## src/rtl/screen_pkg.sv

```systemverilog
// Shared types and helpers for the screen serial transmitter.
//   uart_tx_state_t : frame sequencer states
//   IDLE_LEVEL      : level of the serial line between frames
//   calc_parity     : parity bit over a data word of up to 9 bits
package screen_pkg;

    typedef enum logic [2:0] {
        IDLE   = 3'd0,
        START  = 3'd1,
        DATA   = 3'd2,
        PARITY = 3'd3,
        STOP   = 3'd4
    } uart_tx_state_t;

    localparam logic IDLE_LEVEL = 1'b1;

    // Narrower words are zero-extended by the caller; zeros do not change the XOR.
    // With odd=0 the returned bit makes the total count of ones even.
    function automatic logic calc_parity(input logic [8:0] word, input logic odd);
        return (^word) ^ odd;
    endfunction

endpackage

```

## src/rtl/sync_fifo.sv

```systemverilog
// Single-clock FIFO holding words waiting to be serialised.
//   clk, reset : clock and synchronous active-high reset (empties the queue)
//   push       : store wr_data (ignored while full)
//   pop        : discard the head word (ignored while empty)
//   rd_data    : head word, valid whenever empty is low
//   full/empty : occupancy flags derived from the registered count
//   count      : number of words held, registered
module sync_fifo #(
    parameter int WIDTH = 8,
    parameter int DEPTH = 4
) (
    input  logic                     clk,
    input  logic                     reset,
    input  logic                     push,
    input  logic                     pop,
    input  logic [WIDTH-1:0]         wr_data,
    output logic [WIDTH-1:0]         rd_data,
    output logic                     full,
    output logic                     empty,
    output logic [$clog2(DEPTH):0]   count
);

    localparam int PTR_W = $clog2(DEPTH);
    localparam int CNT_W = PTR_W + 1;

    logic [WIDTH-1:0] mem_r [DEPTH];
    logic [PTR_W-1:0] wr_ptr_r;
    logic [PTR_W-1:0] rd_ptr_r;
    logic [CNT_W-1:0] count_r;
    logic             wr_en_s;
    logic             rd_en_s;

    assign full    = (count_r == CNT_W'(DEPTH));
    assign empty   = (count_r == {CNT_W{1'b0}});
    assign wr_en_s = push && !full;
    assign rd_en_s = pop && !empty;
    assign rd_data = mem_r[rd_ptr_r];
    assign count   = count_r;

    // Storage array; contents are only ever read when qualified by count.
    always_ff @(posedge clk) begin
        if (wr_en_s) begin
            mem_r[wr_ptr_r] <= wr_data;
        end
    end

    // Pointers wrap naturally because DEPTH is a power of two.
    always_ff @(posedge clk) begin
        if (reset) begin
            wr_ptr_r <= {PTR_W{1'b0}};
            rd_ptr_r <= {PTR_W{1'b0}};
            count_r  <= {CNT_W{1'b0}};
        end else begin
            if (wr_en_s) begin
                wr_ptr_r <= wr_ptr_r + PTR_W'(1);
            end
            if (rd_en_s) begin
                rd_ptr_r <= rd_ptr_r + PTR_W'(1);
            end
            case ({wr_en_s, rd_en_s})
                2'b10:   count_r <= count_r + CNT_W'(1);
                2'b01:   count_r <= count_r - CNT_W'(1);
                default: count_r <= count_r;
            endcase
        end
    end

endmodule

```

## src/rtl/screen_uart_tx.sv

```systemverilog
// Buffered serial transmitter driving the screen's serial input line.
// Words arrive over a valid/ready handshake, are queued, and are sent LSB first
// as: start bit (0), DATA_BITS data bits, optional parity bit, STOP_BITS stop bits (1).
//   clk        : system clock
//   reset      : synchronous active-high reset; aborts any frame and empties the queue
//   in_data    : word to send, captured when in_valid && in_ready
//   in_valid   : in_data is valid
//   in_ready   : queue can accept a word (registered, low during reset)
//   tx_out     : serial line, idles high (registered)
//   busy       : a frame is in flight or words are queued (registered)
//   fifo_count : number of queued words
module screen_uart_tx
    import screen_pkg::*;
#(
    parameter int DATA_BITS    = 8,
    parameter int CLKS_PER_BIT = 16,
    parameter int FIFO_DEPTH   = 4,
    parameter int PARITY_EN    = 0,
    parameter int PARITY_ODD   = 0,
    parameter int STOP_BITS    = 1
) (
    input  logic                          clk,
    input  logic                          reset,
    input  logic [DATA_BITS-1:0]          in_data,
    input  logic                          in_valid,
    output logic                          in_ready,
    output logic                          tx_out,
    output logic                          busy,
    output logic [$clog2(FIFO_DEPTH):0]   fifo_count
);

    localparam int BAUD_W = $clog2(CLKS_PER_BIT);
    localparam int BIT_W  = $clog2(DATA_BITS);
    localparam int CNT_W  = $clog2(FIFO_DEPTH) + 1;

    localparam logic [BAUD_W-1:0] BAUD_LAST = BAUD_W'(CLKS_PER_BIT - 1);
    localparam logic [BIT_W-1:0]  DATA_LAST = BIT_W'(DATA_BITS - 1);
    localparam logic [BIT_W-1:0]  STOP_LAST = BIT_W'(STOP_BITS - 1);
    localparam logic [CNT_W-1:0]  CNT_FULL  = CNT_W'(FIFO_DEPTH);
    localparam logic              ODD_SEL   = (PARITY_ODD != 0);

    uart_tx_state_t        state_r;
    uart_tx_state_t        state_next_s;
    logic [BAUD_W-1:0]     baud_r;
    logic [BAUD_W-1:0]     baud_next_s;
    logic [BIT_W-1:0]      bit_r;
    logic [BIT_W-1:0]      bit_next_s;
    logic [DATA_BITS-1:0]  shift_r;
    logic [DATA_BITS-1:0]  shift_next_s;
    logic                  parity_r;
    logic                  parity_next_s;
    logic                  tx_r;
    logic                  tx_next_s;
    logic                  busy_r;
    logic                  in_ready_r;

    logic                  push_s;
    logic                  pop_s;
    logic                  bit_end_s;
    logic [DATA_BITS-1:0]  fifo_head_s;
    logic                  fifo_full_s;
    logic                  fifo_empty_s;
    logic [CNT_W-1:0]      fifo_count_s;
    logic [CNT_W-1:0]      count_next_s;

    assign push_s     = in_valid && in_ready_r && !fifo_full_s;
    assign bit_end_s  = (baud_r == BAUD_LAST);
    assign in_ready   = in_ready_r;
    assign tx_out     = tx_r;
    assign busy       = busy_r;
    assign fifo_count = fifo_count_s;

    sync_fifo #(
        .WIDTH (DATA_BITS),
        .DEPTH (FIFO_DEPTH)
    ) u_fifo (
        .clk     (clk),
        .reset   (reset),
        .push    (push_s),
        .pop     (pop_s),
        .wr_data (in_data),
        .rd_data (fifo_head_s),
        .full    (fifo_full_s),
        .empty   (fifo_empty_s),
        .count   (fifo_count_s)
    );

    // Frame sequencer: tx_next_s is the line level for the cycle after the edge,
    // so every transition loads the level of the bit being entered.
    always_comb begin
        state_next_s  = state_r;
        baud_next_s   = baud_r;
        bit_next_s    = bit_r;
        shift_next_s  = shift_r;
        parity_next_s = parity_r;
        tx_next_s     = tx_r;
        pop_s         = 1'b0;
        case (state_r)
            IDLE: begin
                baud_next_s = {BAUD_W{1'b0}};
                bit_next_s  = {BIT_W{1'b0}};
                if (!fifo_empty_s) begin
                    pop_s         = 1'b1;
                    shift_next_s  = fifo_head_s;
                    parity_next_s = calc_parity(9'(fifo_head_s), ODD_SEL);
                    state_next_s  = START;
                    tx_next_s     = 1'b0;
                end else begin
                    tx_next_s = IDLE_LEVEL;
                end
            end
            START: begin
                if (bit_end_s) begin
                    baud_next_s  = {BAUD_W{1'b0}};
                    bit_next_s   = {BIT_W{1'b0}};
                    state_next_s = DATA;
                    tx_next_s    = shift_r[0];
                end else begin
                    baud_next_s = baud_r + BAUD_W'(1);
                end
            end
            DATA: begin
                if (bit_end_s) begin
                    baud_next_s = {BAUD_W{1'b0}};
                    if (bit_r == DATA_LAST) begin
                        bit_next_s = {BIT_W{1'b0}};
                        if (PARITY_EN != 0) begin
                            state_next_s = PARITY;
                            tx_next_s    = parity_r;
                        end else begin
                            state_next_s = STOP;
                            tx_next_s    = IDLE_LEVEL;
                        end
                    end else begin
                        // Bit 1 of the current shift value becomes the new LSB.
                        bit_next_s   = bit_r + BIT_W'(1);
                        shift_next_s = {1'b0, shift_r[DATA_BITS-1:1]};
                        tx_next_s    = shift_r[1];
                    end
                end else begin
                    baud_next_s = baud_r + BAUD_W'(1);
                end
            end
            PARITY: begin
                if (bit_end_s) begin
                    baud_next_s  = {BAUD_W{1'b0}};
                    bit_next_s   = {BIT_W{1'b0}};
                    state_next_s = STOP;
                    tx_next_s    = IDLE_LEVEL;
                end else begin
                    baud_next_s = baud_r + BAUD_W'(1);
                end
            end
            STOP: begin
                if (bit_end_s) begin
                    baud_next_s = {BAUD_W{1'b0}};
                    if (bit_r == STOP_LAST) begin
                        bit_next_s = {BIT_W{1'b0}};
                        // Chain straight into the next frame when a word is waiting.
                        if (!fifo_empty_s) begin
                            pop_s         = 1'b1;
                            shift_next_s  = fifo_head_s;
                            parity_next_s = calc_parity(9'(fifo_head_s), ODD_SEL);
                            state_next_s  = START;
                            tx_next_s     = 1'b0;
                        end else begin
                            state_next_s = IDLE;
                            tx_next_s    = IDLE_LEVEL;
                        end
                    end else begin
                        bit_next_s = bit_r + BIT_W'(1);
                        tx_next_s  = IDLE_LEVEL;
                    end
                end else begin
                    baud_next_s = baud_r + BAUD_W'(1);
                end
            end
            default: begin
                state_next_s = IDLE;
                baud_next_s  = {BAUD_W{1'b0}};
                bit_next_s   = {BIT_W{1'b0}};
                tx_next_s    = IDLE_LEVEL;
            end
        endcase
    end

    // Queue occupancy after this edge, used to register busy and in_ready.
    always_comb begin
        count_next_s = fifo_count_s;
        case ({push_s, pop_s})
            2'b10:   count_next_s = fifo_count_s + CNT_W'(1);
            2'b01:   count_next_s = fifo_count_s - CNT_W'(1);
            default: count_next_s = fifo_count_s;
        endcase
    end

    // Sequencer state, datapath registers and registered outputs.
    always_ff @(posedge clk) begin
        if (reset) begin
            state_r    <= IDLE;
            baud_r     <= {BAUD_W{1'b0}};
            bit_r      <= {BIT_W{1'b0}};
            shift_r    <= {DATA_BITS{1'b0}};
            parity_r   <= 1'b0;
            tx_r       <= IDLE_LEVEL;
            busy_r     <= 1'b0;
            in_ready_r <= 1'b0;
        end else begin
            state_r    <= state_next_s;
            baud_r     <= baud_next_s;
            bit_r      <= bit_next_s;
            shift_r    <= shift_next_s;
            parity_r   <= parity_next_s;
            tx_r       <= tx_next_s;
            busy_r     <= (state_next_s != IDLE) || (count_next_s != {CNT_W{1'b0}});
            in_ready_r <= (count_next_s != CNT_FULL);
        end
    end

endmodule

```

## config.mk

```make
export PLATFORM = sky130hd
export DESIGN_NAME = screen_uart_tx
export DESIGN_NICKNAME = d
export VERILOG_FILES = /design/src/rtl/screen_pkg.sv /design/src/rtl/sync_fifo.sv /design/src/rtl/screen_uart_tx.sv
export SDC_FILE = /design/constraint.sdc
export NUM_CORES = 1
export LEC_CHECK = 0
export CAP_MARGIN = 20
export CELL_PAD_IN_SITES_DETAIL_PLACEMENT = 0
export CELL_PAD_IN_SITES_GLOBAL_PLACEMENT = 1
export CORE_ASPECT_RATIO = 1.75
export CORE_MARGIN = 2
export CORE_UTILIZATION = 51
export DETAILED_ROUTE_END_ITERATION = 6
export GPL_ROUTABILITY_DRIVEN = 0
export PLACE_DENSITY_LB_ADDON = 0.1
export SLEW_MARGIN = 20
export SYNTH_ARGS = -nofsm -noshare
export SYNTH_HDL_FRONTEND = slang
export SYNTH_SLANG_ARGS = --single-unit
```

## constraint.sdc

```tcl
create_clock -name clk -period 6.58 [get_ports clk]
set_input_delay 1.316 -clock clk [delete_from_list [all_inputs] [get_ports clk]]
set_output_delay 1.316 -clock clk [all_outputs]
set_load 0.02 [all_outputs]
```

Word-level counts from Yosys, hierarchy flattened --
Memory sizes are Yosys's and may differ from the RTL's. A register that Yosys moved wholly into a read port is not among the register bits. Cells that the tools add are included.
Operators by class: bitwise logic cells 1, reductions and logical operators 20, add/sub/neg operators 6, shift-type cells 0, eq/ne operators 19, divide/modulo/power cells 0, mux-type cells 39, magnitude comparators 0, $mul 0
Operators by type and width (number):
- 8-bit two-way mux | 5
- 3-bit two-way mux | 12
- 8-bit one-hot mux with 3 select lines | 1
- 3-bit one-hot mux with 5 select lines | 1
- 1-bit two-way mux | 13
- 2-bit inequality test (second input constant) | 6
- 3-bit one-hot mux with 2 select lines | 2
- 3-bit == test (second input constant) | 3
- 3-bit zero test | 3
- 3-bit one-hot mux with 3 select lines | 1
- 3-bit nonzero test | 3
- 3-bit by 1-bit adder with 3-bit output (second input constant) | 2
- 3-bit by 2-bit == test with 1-bit output (second input constant) | 2
- 1-bit one-hot mux with 5 select lines | 1
- 5-bit AND reduction | 1
- 2-bit by 1-bit adder with 2-bit output (second input constant) | 2
- 4-bit by 1-bit adder with 4-bit output (second input constant) | 1
- 2-bit by 1-bit == test with 1-bit output (second input constant) | 2
- 2-bit == test (second input constant) | 2
- 4-bit == test (second input constant) | 1
- 1-bit logical AND | 4
- 2-bit two-way mux | 2
- 4-bit AND reduction | 1
- 4-bit OR reduction | 1
- 12 further kinds | 13
Storage, ports and cells: register bits after elaboration 28, memories kept 1, bits in read-only memories 0, latch bits 0, word-level logic and storage cells 96, output and inout port bits 6, RAM bits 32
Memory list:
- u_fifo.mem_r | words 4, bits a word 8, rd ports 1, clocked after Yosys merged registers in 1, write ports 1, RTL line sync_fifo.sv:26 | logic [WIDTH-1:0] mem_r [DEPTH];

Logic depth before layout (Yosys ltp) --
depth after elaboration 9, depth in mapped cells 12

By module --
A second synthesis with hierarchy kept.
Unflattened totals: cell total of the unflattened synthesis 232, area total of the unflattened synthesis 2875.3 um^2
Modules (own cells, without submodules):
- sync_fifo | cells each 96, instances 1, area each 1635.3 um^2
- screen_uart_tx | cells each 136, instances 1, area each 1239.9 um^2

Worst setup path after synthesis --
No wires, ideal clock.
path kind input port to flip-flop, start input in_valid, end register busy_r, in the netlist busy, stages on the path 8, arrival time 2.914 ns, buffers on the path 0, path slack 3.546 ns, cells stage by stage nand2_1 > a21oi_1 > inv_1 > ha_1 > o31ai_1 > o31a_1 > a31oi_1 > or2_1
On the way: longest elaborated chain between the ends 6, elaborated cells between the ends (all ways) 7
RTL lines:
- start: declaration | RTL line screen_uart_tx.sv:25 | input logic in_valid,
- 1-bit logical AND * (2 in series) | RTL line screen_uart_tx.sv:66 | assign push_s = in_valid && in_ready_r && !fifo_full_s;
- 2-bit by 1-bit == test with 1-bit output / 2-bit == test (equally long branches) | RTL line screen_uart_tx.sv:190 | case ({push_s, pop_s})
- 3-bit one-hot mux with 2 select lines * | RTL line screen_uart_tx.sv:190
- 3-bit nonzero test * | RTL line screen_uart_tx.sv:215 | busy_r <= (state_next_s != IDLE) || (count_next_s != {CNT_W{1'b0}});
- 1-bit logical OR * | RTL line screen_uart_tx.sv:215
- end signal: assignment | RTL line screen_uart_tx.sv:215
- end: declaration | RTL line screen_uart_tx.sv:54 | logic busy_r;
Mark *: on every way between the ends. The rest lies on a longest branch, timed or not. A chain may end at the register's enable or synchronous reset.

Worst setup path in the final report --
Ends and elaborated chain as after synthesis.

==> flow_summary.ini <==
[run_status]
outcome = completed

[timing]
finalCritPeriodShare_pct = 51.94
setup_viol_count_final = 0
fin_crit_ns = 3.418
relSlewSlack_pct = 56.05
grt_setup_unrepaired = no
slew_violations = 0
finClkSkew_ns = 0.004718
hold_viol = 0
fin_tns_setup_ns = 0
tightest_slew_ns = 0.6593
max_freq_ghz = 0.2926

[die]
fp.dieH_um = 102.4
core_area_mm2 = 0.005299
pin_count = 17
initial_utilization_pct = 53.20
die-width_um = 60.20
row_count = 35
die_area_mm2 = 0.006161

[worst_setup_path]
crit_required_ns = 6.81
r2r_end = busy
r2r_cells = 9
crit_arrival_ns = 3.64
worstSetupStartpoint = in_valid
endpoint_kind = register
path_class = input port to register
cp-endpoint = busy
r2r_slack_ns = 3.85
start_kind = input port
crit_fanout = 8
reg2reg_from = u_fifo.count[0]

[power_and_ir_drop]
leakagePower_nw = 1.129
p_int_uw = 859.5
p_sw_uw = 445.8
vdd_drop_max_mv = 0.2275
seqPwrFrac_pct = 41.1
pwr_density_cell_mw_per_mm2 = 403.1
p_total_mw = 1.305
switching_share_pct = 34.15
combPwrFrac_pct = 33.1
power_frac_clock_pct = 25.8

[logic_synthesis]
synth_top_family_by_area = simple AND/OR/NAND/NOR gates
ys.flop_type = edfxtp_1
synthCells = 234
synthXorXnorAreaFrac_pct = 2.175
synth_edf_count = 32
synth_area_mm2 = 0.002819
yosysWarnings = 0
yosysUniqueCellTypes = 43
ys_seq_area_share_pct = 55.39
synth_seq_cells = 62
synth_top_area_share_pct = 34.09
avgSynthCellArea_um2 = 12.05
synth-async-reset-ratio_pct = 0
synthMuxAreaShare_pct = 7.457
synth_fp_nets = 259
synth_fa_ha_area_share_pct = 6.214
synth_compound_area_share_pct = 12.83
synthTopCellsByArea = edfxtp_1 (34%), dfxtp_1 (21%), mux4_2 (6.4%)
synth_top_cell_by_area = edfxtp_1
synthSimpleGateAreaFrac_pct = 13.14

[cts]
clock_latency_ns = 0.33
cts_setup_buffers = 0
cts_hold_buf = 0
h-tree-depth = 3
cts.sinks = 62
cts_resized = 0
cts_buffer_depth = 2
cts_root_buffer = clkbuf_8
path_clk_slew_ns = 0.07
numCtsBuffers = 9
cts_tree = yes

[global_routing]
grt_usage_pct = 18.78
grt_pass1_vias = 1809
antenna_found_initial = 0
grt_pass1_wl_um = 8286
grt_overflow = 0
grt_max_degree = 27

[detailed_routing]
drc = 0
ant_nets = 0
dr.pass1.iters = 4
totalWireLength_um = 5000
viasPerCell = 5.440
num_vias = 1806
wl_per_cell_um = 15.06
drt_iter0_drc = 52

[layout]
final_cell_area_mm2 = 0.003238
drive_gt1_share_pct = 14.34
layout.nets = 278
layout_commonest_cell = edfxtp_1
mostFrequentLayoutCells = edfxtp_1 (32), dfxtp_1 (30), nor2_1 (24)
antenna_cells = 0
areaGrowthSynthToFinish_pct = 14.87
nFillCells = 450

[place]
port_buffers = 16
place_area_mm2 = 0.003034
hpwl_um = 3542

[min_path]
hold_class = register to register
worstHoldStart = baud_r[0]

[job]
drv_cap = 0
-- state kept, by name, indices dropped and copies added, names as in the netlist, 2 cells and up, named ones only --
register / cells
state_r: 3
u_fifo.rd_ptr_r: 2
shift_r: 8
u_fifo.wr_ptr_r: 2
bit_r: 3
u_fifo.count: 3
baud_r: 4
u_fifo.mem_r: 32
-- cells by family after synthesis --
kind of cell / after synthesis
AO/OA/AOI/OAI: 50
XOR/XNOR: 7
buffers and inverters: 18
AND/OR/NAND/NOR: 72
multiplexers: 11
adder cells (fa/ha/maj): 14
flip-flops: 62
-- synth_stat cells, types with 6 or more instances --
cell      count
ha_1         14
nor2b_1       6
nor2_1       24
inv_1         9
nand2_1      12
nand3_1       7
a211oi_2      7
a21oi_1      15
edfxtp_1     32
mux4_2        8
dfxtp_1      30
o21ai_0       6
-- power by group through the flow --
stage | registers, mW | logic (mW) | clock network (mW)
2_1_floorplan | 0.532 | 0.338 | 0
3_3_place_gp | 0.545 | 0.432 | 0
3_5_place_dp | 0.546 | 0.435 | 0
4_1_cts | 0.538 | 0.438 | 0.347
5_1_grt | 0.550 | 0.485 | 0.361
6_report | 0.536 | 0.432 | 0.337
-- worst max-delay path: stages --
cell	delay, ns
clkdlybuf4s50_1	0.45
nand2_1	0.05
a21oi_1	0.52
inv_1	0.15
ha_1	0.39
o31ai_1	0.31
o31a_1	0.18
a31oi_1	0.07
or2_1	0.21
-- layer usage --
layer	part of all wire, %	up-vias	track usage, %	wire length (µm)
li1	-	899	-	-
met1	40	886	20.29	1985
met2	57	19	32.94	2857
met3	2.4	2	5.190	118
met4	0.76	0	8.718	38
met5	0	-	0	0
-- how the worst min path moves through the flow --
stage | to | slack [ns] | depth (start not counted)
5_1_grt | baud_r[0] | 0.50 | 1
4_1_cts | shift_r[7] | 0.46 | 2
6_report | baud_r[0] | 0.46 | 1
2_1_floorplan | baud_r[0] | 0.42 | 1
3_5_place_dp | baud_r[0] | 0.45 | 1
3_3_place_gp | baud_r[0] | 0.44 | 1
-- stage by stage --
| step | util [%] | setup WS [ns] | instances | hold slack (ns) |
|---|---|---|---|---|
| CTS | 61.11 | 3.156 | 332 | 0.4593 |
| floorplan | - | 3.546 | 234 | 0.4179 |
| detailed placement | 57.26 | 2.782 | 316 | 0.4467 |
| global route | 61.11 | 2.864 | 332 | 0.4963 |
| finish | 61.11 | 3.162 | 332 | 0.4564 |
| global placement | 57.26 | 2.832 | 316 | 0.4376 |
-- cell type report --
type                    instances  area (µm²)  share of cell area (%)
well taps                      74       92.59                   2.859
clock buffers                   9       123.9                   3.825
flip-flops and latches         62        1562                   48.22
repair buffers                 17       167.7                   5.178
multi-input cells             154        1179                   36.40
clock inverters                 7       80.08                   2.473
inverters                       9       33.78                   1.043
No activity file was read; power rests on OpenSTA's default activity.
